--- config.mk ---
export PLATFORM = sky130hd
export DESIGN_NAME = cpu_mem_arbiter_flat
export DESIGN_NICKNAME = d
export VERILOG_FILES = /design/src/rtl/cpu_mem_arbiter_if.sv /design/src/rtl/cpu_mem_arbiter.sv /design/src/flat_wrapper.sv
export SDC_FILE = /design/constraint.sdc
export NUM_CORES = 1
export LEC_CHECK = 0
export BUFFER_PORTS_ARGS = -buffer_cell sky130_fd_sc_hd__buf_2
export CORE_AREA = 2 2 206 208
export DETAILED_ROUTE_END_ITERATION = 6
export DIE_AREA = 0 0 208 210
export PLACE_DENSITY = 0.56
export SKIP_CTS_REPAIR_TIMING = 1
export SYNTH_ARGS = -nofsm -noshare
export SYNTH_HDL_FRONTEND = slang
export SYNTH_SLANG_ARGS = --single-unit
--- constraint.sdc ---
create_clock -name clk -period 2.25 [get_ports clk]
set_input_delay 0.225 -clock clk [delete_from_list [all_inputs] [get_ports clk]]
set_output_delay 0.225 -clock clk [all_outputs]
set_load 0.02 [all_outputs]
--- src/rtl/cpu_mem_arbiter_if.sv ---
// CPU fetch/data ports and the unified single-port memory bus, grouped for the arbiter.
// Requests are held with their fields until the matching gnt pulse; rvalid is a one-cycle response strobe.
interface cpu_mem_arbiter_if #(
  parameter int ADDR_W = 64,
  parameter int DATA_W = 64
);
  logic              if_req;
  logic [ADDR_W-1:0] if_addr;
  logic              if_gnt;
  logic              if_rvalid;
  logic [DATA_W-1:0] if_rdata;
  logic [1:0]        if_exc;

  logic              d_req;
  logic              d_we;
  logic [1:0]        d_size;
  logic [ADDR_W-1:0] d_addr;
  logic [DATA_W-1:0] d_wdata;
  logic              d_gnt;
  logic              d_rvalid;
  logic [DATA_W-1:0] d_rdata;
  logic [1:0]        d_exc;

  logic              mem_read;
  logic              mem_write;
  logic [1:0]        mem_size;
  logic [ADDR_W-1:0] mem_addr;
  logic [DATA_W-1:0] mem_wdata;
  logic [DATA_W-1:0] mem_rdata;
  logic              mem_ready;

  // Arbiter side.
  modport slave (
    input  if_req, if_addr, d_req, d_we, d_size, d_addr, d_wdata, mem_rdata, mem_ready,
    output if_gnt, if_rvalid, if_rdata, if_exc, d_gnt, d_rvalid, d_rdata, d_exc,
    output mem_read, mem_write, mem_size, mem_addr, mem_wdata
  );

  // CPU and memory side.
  modport master (
    output if_req, if_addr, d_req, d_we, d_size, d_addr, d_wdata, mem_rdata, mem_ready,
    input  if_gnt, if_rvalid, if_rdata, if_exc, d_gnt, d_rvalid, d_rdata, d_exc,
    input  mem_read, mem_write, mem_size, mem_addr, mem_wdata
  );
endinterface

--- src/rtl/cpu_mem_arbiter.sv ---
// Shares one single-port memory between CPU fetch and data ports, one transaction at a time,
// with alignment checking, a fetch-starvation limit and an access timeout.
module cpu_mem_arbiter #(
  parameter int ADDR_W       = 64,
  parameter int DATA_W       = 64,
  parameter int MAX_D_STREAK = 4,
  parameter int TIMEOUT      = 255
) (
  input  logic             clk,
  input  logic             reset,
  cpu_mem_arbiter_if.slave bus,
  output logic [1:0]       state_o
);
  localparam int SW = $clog2(MAX_D_STREAK + 1);
  localparam int TW = $clog2(TIMEOUT + 1);

  typedef enum logic [1:0] {IDLE = 2'd0, ACCESS = 2'd1, RESP = 2'd2} state_e;

  state_e            state_q, state_d;
  logic [SW-1:0]     streak_q;
  logic [TW-1:0]     timer_q;
  logic              src_d_q, we_q;
  logic [1:0]        size_q;
  logic [ADDR_W-1:0] addr_q;
  logic [DATA_W-1:0] wdata_q;
  logic [DATA_W-1:0] if_rdata_q, d_rdata_q;
  logic [1:0]        if_exc_q, d_exc_q;

  logic              d_win, grant, misaligned, timed_out, load_resp, resp_to_d;
  logic [1:0]        sel_size;
  logic [2:0]        sel_addr_lo, size_mask;
  logic [1:0]        resp_exc_d;
  logic [DATA_W-1:0] resp_rdata_d;

  always_comb begin
    // Data normally wins; a pending fetch takes over once the data streak hits its limit.
    d_win       = bus.d_req && !(bus.if_req && (streak_q == SW'(MAX_D_STREAK)));
    grant       = (state_q == IDLE) && (bus.d_req || bus.if_req) && !reset;
    sel_size    = d_win ? bus.d_size : 2'b11;
    sel_addr_lo = d_win ? bus.d_addr[2:0] : bus.if_addr[2:0];
    case (sel_size)
      2'b00:   size_mask = 3'b000;
      2'b01:   size_mask = 3'b001;
      2'b10:   size_mask = 3'b011;
      default: size_mask = 3'b111;
    endcase
    misaligned = (sel_addr_lo & size_mask) != 3'b000;
    timed_out  = (timer_q == TW'(TIMEOUT - 1));
    resp_to_d  = (state_q == IDLE) ? d_win : src_d_q;

    state_d      = state_q;
    load_resp    = 1'b0;
    resp_exc_d   = 2'b00;
    resp_rdata_d = '0;
    case (state_q)
      IDLE: begin
        if (grant) begin
          if (misaligned) begin
            state_d    = RESP;
            load_resp  = 1'b1;
            resp_exc_d = 2'b01;
          end else begin
            state_d = ACCESS;
          end
        end
      end
      ACCESS: begin
        if (bus.mem_ready) begin
          state_d      = RESP;
          load_resp    = 1'b1;
          resp_rdata_d = we_q ? '0 : bus.mem_rdata;
        end else if (timed_out) begin
          state_d    = RESP;
          load_resp  = 1'b1;
          resp_exc_d = 2'b11;
        end
      end
      RESP:    state_d = IDLE;
      default: state_d = IDLE;
    endcase
  end

  always_ff @(posedge clk) begin
    if (reset) begin
      state_q    <= IDLE;
      streak_q   <= '0;
      timer_q    <= '0;
      src_d_q    <= 1'b0;
      we_q       <= 1'b0;
      size_q     <= 2'b00;
      addr_q     <= '0;
      wdata_q    <= '0;
      if_rdata_q <= '0;
      if_exc_q   <= 2'b00;
      d_rdata_q  <= '0;
      d_exc_q    <= 2'b00;
    end else begin
      state_q <= state_d;
      timer_q <= (state_q == ACCESS) ? timer_q + TW'(1) : '0;
      if (!bus.if_req)         streak_q <= '0;
      else if (grant && d_win) streak_q <= streak_q + SW'(1);
      else if (grant)          streak_q <= '0;
      if (grant) begin
        src_d_q <= d_win;
        we_q    <= d_win && bus.d_we;
        size_q  <= sel_size;
        addr_q  <= d_win ? bus.d_addr : bus.if_addr;
        wdata_q <= d_win ? bus.d_wdata : '0;
      end
      if (load_resp) begin
        if (resp_to_d) begin
          d_rdata_q <= resp_rdata_d;
          d_exc_q   <= resp_exc_d;
        end else begin
          if_rdata_q <= resp_rdata_d;
          if_exc_q   <= resp_exc_d;
        end
      end
    end
  end

  assign bus.d_gnt     = grant && d_win;
  assign bus.if_gnt    = grant && !d_win;
  assign bus.d_rvalid  = (state_q == RESP) && src_d_q;
  assign bus.if_rvalid = (state_q == RESP) && !src_d_q;
  assign bus.d_rdata   = d_rdata_q;
  assign bus.d_exc     = d_exc_q;
  assign bus.if_rdata  = if_rdata_q;
  assign bus.if_exc    = if_exc_q;
  assign bus.mem_read  = (state_q == ACCESS) && !we_q;
  assign bus.mem_write = (state_q == ACCESS) && we_q;
  assign bus.mem_size  = size_q;
  assign bus.mem_addr  = addr_q;
  assign bus.mem_wdata = wdata_q;
  assign state_o       = state_q;
endmodule
--- src/flat_wrapper.sv ---
// flat-port wrapper written by rule: the top's interface ports become plain ports
module cpu_mem_arbiter_flat 
#(
  parameter int ADDR_W       = 64,
  parameter int DATA_W       = 64,
  parameter int MAX_D_STREAK = 4,
  parameter int TIMEOUT      = 255
)
  (clk, reset, state_o, bus_if_req, bus_if_addr, bus_d_req, bus_d_we, bus_d_size, bus_d_addr, bus_d_wdata, bus_mem_rdata, bus_mem_ready, bus_if_gnt, bus_if_rvalid, bus_if_rdata, bus_if_exc, bus_d_gnt, bus_d_rvalid, bus_d_rdata, bus_d_exc, bus_mem_read, bus_mem_write, bus_mem_size, bus_mem_addr, bus_mem_wdata);
  cpu_mem_arbiter_if #(.ADDR_W(ADDR_W), .DATA_W(DATA_W)) bus_i ();
  input  logic clk;
  input  logic reset;
  output logic [1:0] state_o;
  input wire logic [$bits(bus_i.if_req)-1:0] bus_if_req;
  input wire logic [$bits(bus_i.if_addr)-1:0] bus_if_addr;
  input wire logic [$bits(bus_i.d_req)-1:0] bus_d_req;
  input wire logic [$bits(bus_i.d_we)-1:0] bus_d_we;
  input wire logic [$bits(bus_i.d_size)-1:0] bus_d_size;
  input wire logic [$bits(bus_i.d_addr)-1:0] bus_d_addr;
  input wire logic [$bits(bus_i.d_wdata)-1:0] bus_d_wdata;
  input wire logic [$bits(bus_i.mem_rdata)-1:0] bus_mem_rdata;
  input wire logic [$bits(bus_i.mem_ready)-1:0] bus_mem_ready;
  output wire logic [$bits(bus_i.if_gnt)-1:0] bus_if_gnt;
  output wire logic [$bits(bus_i.if_rvalid)-1:0] bus_if_rvalid;
  output wire logic [$bits(bus_i.if_rdata)-1:0] bus_if_rdata;
  output wire logic [$bits(bus_i.if_exc)-1:0] bus_if_exc;
  output wire logic [$bits(bus_i.d_gnt)-1:0] bus_d_gnt;
  output wire logic [$bits(bus_i.d_rvalid)-1:0] bus_d_rvalid;
  output wire logic [$bits(bus_i.d_rdata)-1:0] bus_d_rdata;
  output wire logic [$bits(bus_i.d_exc)-1:0] bus_d_exc;
  output wire logic [$bits(bus_i.mem_read)-1:0] bus_mem_read;
  output wire logic [$bits(bus_i.mem_write)-1:0] bus_mem_write;
  output wire logic [$bits(bus_i.mem_size)-1:0] bus_mem_size;
  output wire logic [$bits(bus_i.mem_addr)-1:0] bus_mem_addr;
  output wire logic [$bits(bus_i.mem_wdata)-1:0] bus_mem_wdata;
  assign bus_i.if_req = bus_if_req;
  assign bus_i.if_addr = bus_if_addr;
  assign bus_i.d_req = bus_d_req;
  assign bus_i.d_we = bus_d_we;
  assign bus_i.d_size = bus_d_size;
  assign bus_i.d_addr = bus_d_addr;
  assign bus_i.d_wdata = bus_d_wdata;
  assign bus_i.mem_rdata = bus_mem_rdata;
  assign bus_i.mem_ready = bus_mem_ready;
  assign bus_if_gnt = bus_i.if_gnt;
  assign bus_if_rvalid = bus_i.if_rvalid;
  assign bus_if_rdata = bus_i.if_rdata;
  assign bus_if_exc = bus_i.if_exc;
  assign bus_d_gnt = bus_i.d_gnt;
  assign bus_d_rvalid = bus_i.d_rvalid;
  assign bus_d_rdata = bus_i.d_rdata;
  assign bus_d_exc = bus_i.d_exc;
  assign bus_mem_read = bus_i.mem_read;
  assign bus_mem_write = bus_i.mem_write;
  assign bus_mem_size = bus_i.mem_size;
  assign bus_mem_addr = bus_i.mem_addr;
  assign bus_mem_wdata = bus_i.mem_wdata;
  cpu_mem_arbiter #(.ADDR_W(ADDR_W), .DATA_W(DATA_W), .MAX_D_STREAK(MAX_D_STREAK), .TIMEOUT(TIMEOUT)) u_core (.clk(clk), .reset(reset), .bus(bus_i), .state_o(state_o));
endmodule
## Word-level counts from Yosys, hierarchy flattened

Index checks and enable logic that the tools add are counted.

- Bitwise gates (word level): 4
- Add/sub/neg operators: 2
- Mux-type cells: 26
- Reduce and logical (&&, ||, !) cells: 26
- Equal/unequal tests: 8

Operator list:

| kind | count |
|---|---|
| $mux W64 | 5 |
| $mux W2 | 8 |
| $logic_and A1 B1 Y1 | 11 |
| $mux W3 | 3 |
| $pmux W3 S3 | 1 |
| $add A8 B1 Y8 const B | 1 |
| $eq A8 B8 Y1 const B | 1 |
| $pmux W2 S2 | 2 |
| $mux W1 | 6 |
| $reduce_and A2 Y1 | 3 |
| $logic_not A1 Y1 | 5 |
| $eq A2 B1 Y1 const B | 2 |
| $eq A2 B2 Y1 const B | 2 |
| $logic_not A2 Y1 | 2 |
| $reduce_or A2 Y1 | 2 |
| $add A3 B1 Y3 const B | 1 |
| $and A3 B3 Y3 | 1 |
| $eq A3 B3 Y1 const B | 1 |
| $ne A3 B2 Y1 const B | 1 |
| $not A1 Y1 | 3 |
| $reduce_bool A3 Y1 | 1 |
| $ne A2 B1 Y1 const B | 1 |
| $pmux W1 S2 | 1 |
| $reduce_bool A2 Y1 | 1 |
| $logic_or A1 B1 Y1 | 1 |

- Logic and storage cells: 78
- Register bits: 277

## Logic depth before layout (Yosys ltp)

Gate-level depths: netlist of the first run.

- Depth in word-level cells: 13
- Gate-level depth with buffers: 10
- Gate-level depth less buffers: 7

## Worst setup path before layout of the first run

OpenSTA, ideal clock, no wires.

- Path type: register -> output
- Start: register u_core.streak_q[0]
- End: output bus_if_gnt
- Buffers on the path: 3
- Path slack: 0.264 ns
- Arrival time: 1.761 ns
- Stages on the path, launching flop included: 9
- Required time: 2.025 ns
- Cells stage by stage: dfxtp_1 > inv_1 > ha_1 > nand3_1 > and2_1 > buf_2 > buf_2 > buf_1 > nor3_1

- Cells in the longest elaborated chain, start to end: 6

RTL lines:

| item | line | text |
|---|---|---|
| from (decl) | cpu_mem_arbiter.sv:20 | `logic [SW-1:0] streak_q;` |
| from (signal assigned) | cpu_mem_arbiter.sv:101 | `else if (grant && d_win) streak_q <= streak_q + SW'(1);` |
| $eq A3 B3 Y1 | cpu_mem_arbiter.sv:37 | `d_win = bus.d_req && !(bus.if_req && (streak_q == SW'(MAX_D_STREAK)));` |
| $logic_and A1 B1 Y1 | cpu_mem_arbiter.sv:37 |  |
| $logic_not A1 Y1 | cpu_mem_arbiter.sv:37 |  |
| $logic_and A1 B1 Y1 | cpu_mem_arbiter.sv:37 |  |
| $logic_not A1 Y1 | cpu_mem_arbiter.sv:123 | `assign bus.if_gnt = grant && !d_win;` |
| $logic_and A1 B1 Y1 | cpu_mem_arbiter.sv:123 |  |
| to (decl) | flat_wrapper.sv:23 | `output wire logic [$bits(bus_i.if_gnt)-1:0] bus_if_gnt;` |

No other way between the ends.

## Worst setup path in the final report of the first run

- Start: register u_core.state_q[1] (netlist: u_core.state_o[1])
- End: register u_core.addr_q[49] (netlist: u_core.bus.mem_addr[49])

- Cells in the longest elaborated chain, start to end: 3

RTL lines:

| item | line | text |
|---|---|---|
| from (decl) | cpu_mem_arbiter.sv:19 | `state_e state_q, state_d;` |
| from (signal assigned) | cpu_mem_arbiter.sv:98 | `state_q <= state_d;` |
| $logic_not A2 Y1 | cpu_mem_arbiter.sv:38 | `grant = (state_q == IDLE) && (bus.d_req \|\| bus.if_req) && !reset;` |
| $logic_and A1 B1 Y1 (2 in a row) | cpu_mem_arbiter.sv:38 |  |
| to (signal assigned) | cpu_mem_arbiter.sv:107 | `addr_q <= d_win ? bus.d_addr : bus.if_addr;` |
| to (decl) | cpu_mem_arbiter.sv:24 | `logic [ADDR_W-1:0] addr_q;` |

No other way between the ends.
A chain may end at the register's enable or synchronous reset.

==> impl_metrics.tcl, run 1 <==
set metrics [dict create \
    maxCapViolations 0 \
    dp_hpwl_mm 28.5 \
    post-route-period-util_pct 98.6 \
    syn_to_final_growth_pct 65.4 \
    fp.dieH_um 210 \
    die-width_um 208 \
    placed_cells_incl_taps 2309 \
    drv_slew 0 \
    root_buffer "clkbuf_16" \
    setup_viol 0 \
    power.leakage_nw 7.99 \
    synth_edf_count 0 \
    via_per_inst 4.78 \
    cts_inserted_buffers 31 \
    gp_congestion 0.786 \
    grt_pass1_wl_mm 61.1 \
    h-tree-depth 1 \
    syn_inst 1333 \
    synth_area_sq_mm 0.0110 \
    core_area_sq_mm 0.0415 \
    grt-busiest-layer "met2" \
    gr-usage-met1_pct 21.9 \
    drc_errors 0 \
    timing.final.ws_setup_ns 0.0323 \
    end_kind "flop" \
    relSlewSlack_pct 55.5 \
    hold_viol 1 \
    clock-skew-final_ns 0.00925 \
    antenna_found_initial 3 \
    arrival_ns 2.73 \
    synth_seq_area_share_pct 50.6 \
    final_cell_mix "buf_2, dfxtp_1, dlygate4sd3_1" \
    clock-sinks 277 \
    ant_nets 0 \
    drt_wl_total_mm 45.3 \
    holdWs_ns -0.00372 \
    path_class "flop to flop" \
    die_area_sq_mm 0.0437 \
    vias 12628 \
    ys_ff_latch 277 \
    setup_tns_ns 0 \
    synthFlopType "dfxtp_1" \
    fin_util_pct 43.7 \
    firstDrtPassIters 5 \
    power.density_mw_per_mm2 725 \
    post-route-min-period_ns 2.22 \
    yosys_warnings 0 \
    mostFrequentLayoutCell "buf_2" \
    total_power_mw 13.1 \
    worst_pin_slew_ns 0.668 \
    clk_latency_ns 0.58 \
    syn_nets 1601 \
    met3_usage_pct 4.69 \
    grt_use_total_pct 17.1 \
    crit_required_ns 2.77 \
    failed_checks "hold timing" \
    multi_input_comb_area_sq_mm 0.00490 \
    place_ws_ns -0.0402 \
    row_count 75 \
    final_area_sq_mm 0.0181 \
    async_flop_share_pct 0 \
    synth_area_per_cell_sq_um 8.22 \
    cts_tree "yes" \
    drt-initial-drc-count 1026 \
    fillers 3960 \
    clk_pin_slew_ns 0.06 \
    use_met2_pct 28.5 \
    regArea_sq_mm 0.00555 \
    fmax_ghz 0.451 \
    ios 534 \
    start_util_pct 26.4 \
    status "finished with violations" \
    grt_max_degree 152 \
    layout-drive-gt1-share_pct 30.4 \
    port_buffers 533 \
    synthDistinctLibCells 39 \
    gr-total-overflow 0 \
    dpl-instance-area_sq_mm 0.0142 \
    grt_pass1_vias 10777 \
    wl_per_cell_um 17.2 \
    irDropWorstVdd_uv 502 \
    critPathLaunchType "flop" \
    clk_path_buf_depth 3 \
    nets 2344 \
    crit_fanout 86 \
    stdcell_count 2640 \
    min_path_type "input port to flop" \
]
-- critical path, stage by stage (launching register included) --
cell and delay, ns:
dfxtp_1 0.31, or2_4 0.27, nor2_4 0.15, buf_12 0.35, nor2_1 0.10, a311oi_1 0.31
dlygate4sd3_1 0.61
-- path summary, 6_finish.rpt --
| check | cells after the start | from | slack (ns) | to |
|---|---|---|---|---|
| worst max-delay path | 6 | u_core.state_o[1] | 0.03 | u_core.bus.mem_addr[49] |
| worst max register to register | 6 | u_core.state_o[1] | 0.03 | u_core.bus.mem_addr[49] |
| worst min register to register | 2 | u_core.bus.mem_wdata[27] | 0.44 | u_core.bus.mem_wdata[27] |
| worst min-delay path | 3 | bus_d_size[1] | -0.004 | u_core.bus.mem_size[1] |
-- flip-flops by register name, indices dropped and copies added, names as in the netlist --
register	count
u_core.bus.d_rdata	64
u_core.bus.if_rdata	64
u_core.bus.mem_addr	64
u_core.bus.mem_wdata	64
u_core.timer_q	8
u_core.streak_q	3
u_core.bus.d_exc	2
u_core.bus.if_exc	2
u_core.bus.mem_size	2
u_core.state_o	2
u_core.src_d_q	1
u_core.we_q	1
-- cells by family (layout without fill, tap and decap cells) --
group	Yosys count	in the layout	synth area share (%)
other	0	2	0
and+or+nand+nor	635	635	27.5
AOI/OAI and AO/OA	281	281	15.4
buffers and inverters	129	895	5.37
DFF	277	277	50.6
xor gates and xnor gates	6	6	0.480
muxes	1	1	0.0914
adders and majority gates	4	4	0.457
-- routing by layer --
| metal | share of wire [%] | vias up |
|---|---|---|
| li1 | - | 6049 |
| met1 | 42 | 5874 |
| met2 | 48 | 599 |
| met3 | 7.5 | 104 |
| met4 | 2.6 | 2 |
| met5 | 0.029 | - |
-- power breakdown --
part | internal [mW] | leakage [nW] | switching [mW] | total (mW)
clock network | 3.22 | 0.529 | 2.12 | 5.34
registers | 5.16 | 2.26 | 0.136 | 5.30
logic | 1.05 | 5.20 | 1.44 | 2.49
-- layout make-up --
| type | count | share of cell area (%) |
|---|---|---|
| diodes | 2 | 0.0276 |
| clock buffers | 44 | 4.94 |
| clock inverters | 12 | 0.981 |
| inverters | 4 | 0.0829 |
| multi-input cells | 927 | 27.0 |
| flip-flops and latches | 277 | 30.6 |
| well taps | 539 | 3.72 |
| repair buffers | 835 | 32.6 |
-- synthesized netlist by cell type (4+ instances only) --
| master | number | area, sq um |
|---|---|---|
| nand2_1 | 202 | 758 |
| a311oi_1 | 65 | 569 |
| o21ai_0 | 93 | 465 |
| nor3_1 | 6 | 30.0 |
| clkbuf_1 | 83 | 312 |
| o21ai_1 | 41 | 205 |
| nand2b_1 | 133 | 832 |
| inv_1 | 4 | 15.0 |
| a21oi_1 | 71 | 355 |
| ha_1 | 4 | 50.1 |
| buf_1 | 6 | 22.5 |
| nor2_1 | 83 | 312 |
| buf_2 | 26 | 130 |
| dfxtp_1 | 277 | 5550 |
| buf_6 | 9 | 101 |
| nand3_1 | 199 | 996 |
(Power assumes the default switching activity.)
==> run 2, diff against run 1 <==
--- a/config.mk
+++ b/config.mk
@@ -6,10 +6,13 @@
 export NUM_CORES = 1
 export LEC_CHECK = 0
 export BUFFER_PORTS_ARGS = -buffer_cell sky130_fd_sc_hd__buf_2
+export CELL_PAD_IN_SITES_DETAIL_PLACEMENT = 0
+export CELL_PAD_IN_SITES_GLOBAL_PLACEMENT = 1
 export CORE_AREA = 2 2 206 208
+export CTS_BUF_LIST = sky130_fd_sc_hd__clkbuf_8 sky130_fd_sc_hd__clkbuf_16
 export DETAILED_ROUTE_END_ITERATION = 6
 export DIE_AREA = 0 0 208 210
-export PLACE_DENSITY = 0.56
+export PLACE_DENSITY = 0.73
 export SKIP_CTS_REPAIR_TIMING = 1
 export SYNTH_ARGS = -nofsm -noshare
 export SYNTH_HDL_FRONTEND = slang
==> impl_metrics.tcl, run 2 (synthesized netlist as in run 1, its figures left out) <==
set metrics [dict create \
    status "finished with violations" \
    failed_checks "hold timing" \
    crit_start "u_core.state_o[1]" \
    hold_viol 6 \
    syn_to_final_growth_pct 63.9 \
    maxCapViolations 0 \
    die-width_um 208 \
    dpl-instance-area_sq_mm 0.0142 \
    cp_slowest_cell "dlygate4sd3_1" \
    row_count 75 \
    path_class "flop to flop" \
    num_antenna_cells 0 \
    root_buffer "clkbuf_16" \
    power.leakage_nw 7.93 \
    layout-drive-gt1-share_pct 30.3 \
    cts_inserted_buffers 34 \
    h-tree-depth 2 \
    stdcell_count 2616 \
    r2r_start "u_core.state_o[1]" \
    p_sw_mw 3.80 \
    port_buffers 533 \
    firstDrtPassIters 6 \
    clock-sinks 277 \
    critPathMaxStageDelay_ns 0.59 \
    use_met2_pct 30.1 \
    core_area_sq_mm 0.0415 \
    post-route-min-period_ns 2.21 \
    vias 12537 \
    clk_pin_slew_ns 0.06 \
    drc_errors 0 \
    final_area_sq_mm 0.0180 \
    min-delay-start "bus_d_wdata[47]" \
    ant_nets 0 \
    mostFrequentLayoutCell "buf_2" \
    power_frac_seq_pct 39.9 \
    drv_slew 0 \
    drt_wl_total_mm 45.9 \
    cts_tree "yes" \
    grt_pass1_wl_mm 63.1 \
    arrival_ns 2.68 \
    grt_pass1_vias 10899 \
    p_clk_share_pct 41.6 \
    fmax_ghz 0.452 \
    combPwrFrac_pct 18.5 \
    min_path_type "input port to flop" \
    crit_required_ns 2.72 \
    worst_pin_slew_ns 0.922 \
    grt_use_total_pct 18.2 \
    fin_util_pct 43.3 \
    gr-usage-met1_pct 21.7 \
    end_kind "flop" \
    grt_max_degree 99 \
    crit_fanout 72 \
    start_util_pct 26.4 \
    fp.dieH_um 210 \
    drt-initial-drc-count 764 \
    final_cell_mix "buf_2, dfxtp_1, dlygate4sd3_1" \
    antenna_found_initial 3 \
    wl_per_cell_um 17.6 \
    setup_viol 0 \
    nets 2325 \
    hold_depth 3 \
    worstRegToRegCells 6 \
    p_sw_share_pct 28.6 \
    post-route-period-util_pct 98.3 \
    irDropWorstVdd_uv 466 \
    gp_congestion 0.818 \
    total_power_mw 13.3 \
    via_per_inst 4.79 \
    holdWs_ns -0.0288 \
    dp_hpwl_mm 29.2 \
    fillers 4047 \
    critPathLaunchType "flop" \
    clk_latency_ns 0.54 \
    power.density_mw_per_mm2 740 \
    grt-busiest-layer "met2" \
    clock-skew-final_ns 0.0193 \
    die_area_sq_mm 0.0437 \
    ios 534 \
    relSlewSlack_pct 38.5 \
    timing.final.ws_setup_ns 0.0390 \
    internal-power_mw 9.48 \
    clk_path_buf_depth 3 \
    met3_usage_pct 6.41 \
    path_cells "or2_4 -> nor2_4 -> buf_12 -> nor2_1 -> a311oi_1 -> dlygate4sd3_1" \
    placed_cells_incl_taps 2305 \
    place_ws_ns 0.191 \
    setup_tns_ns 0 \
    gr-total-overflow 0 \
]
-- run 2: cell types whose count changed in the layout (fill, tap and decap cells not counted), moves of 2 or more --
| cell | delta |
|---|---|
| buf_4 | -9 |
| clkbuf_1 | -6 |
| clkbuf_16 | +3 |
| clkbuf_8 | -3 |
| clkinv_2 | -2 |
| diode_2 | -2 |
| dlygate4sd3_1 | -12 |
| inv_1 | +7 |
-- run 2: cell type report --
| cell class | count | area, sq um | share of cell area [%] |
|---|---|---|---|
| sequential | 277 | 5550 | 30.9 |
| clock inverter | 17 | 174 | 0.969 |
| inverter | 4 | 15.0 | 0.0836 |
| timing repair buffer | 813 | 5690 | 31.7 |
| clock buffer | 39 | 931 | 5.19 |
| multi-input combinational | 927 | 4920 | 27.4 |
| tap | 539 | 674 | 3.76 |
-- run 2: path summary, 6_finish.rpt --
kind / endpoint / slack (ns)
setup / recovery: u_core.bus.mem_addr[51] / 0.04
hold / removal: u_core.bus.mem_wdata[47] / -0.03
setup reg to reg: u_core.bus.mem_addr[51] / 0.04
hold reg to reg: u_core.bus.mem_wdata[19] / 0.45
-- run 2: power by group through the flow --
stage,logic (mW),clock network (mW),registers [mW]
2_1_floorplan,0.853,0,5.69
3_3_place_gp,2.03,0,5.38
3_5_place_dp,2.04,0,5.39
4_1_cts,2.05,5.73,5.29
5_1_grt,2.65,5.92,5.32
6_report,2.46,5.53,5.29
-- run 2: layer usage --
metal	up-vias	routed length, um
li1	6011	-
met1	5877	18400
met2	557	22000
met3	88	3740
met4	4	1720
met5	-	21
-- run 2: critical path, delay by kind of cell (launching register included) --
kind | cells | cell delay, ns
AND/OR/NAND/NOR | 3 | 0.58
buffers and inverters | 2 | 0.88
flip-flops | 1 | 0.32
AO/OA/AOI/OAI | 1 | 0.29
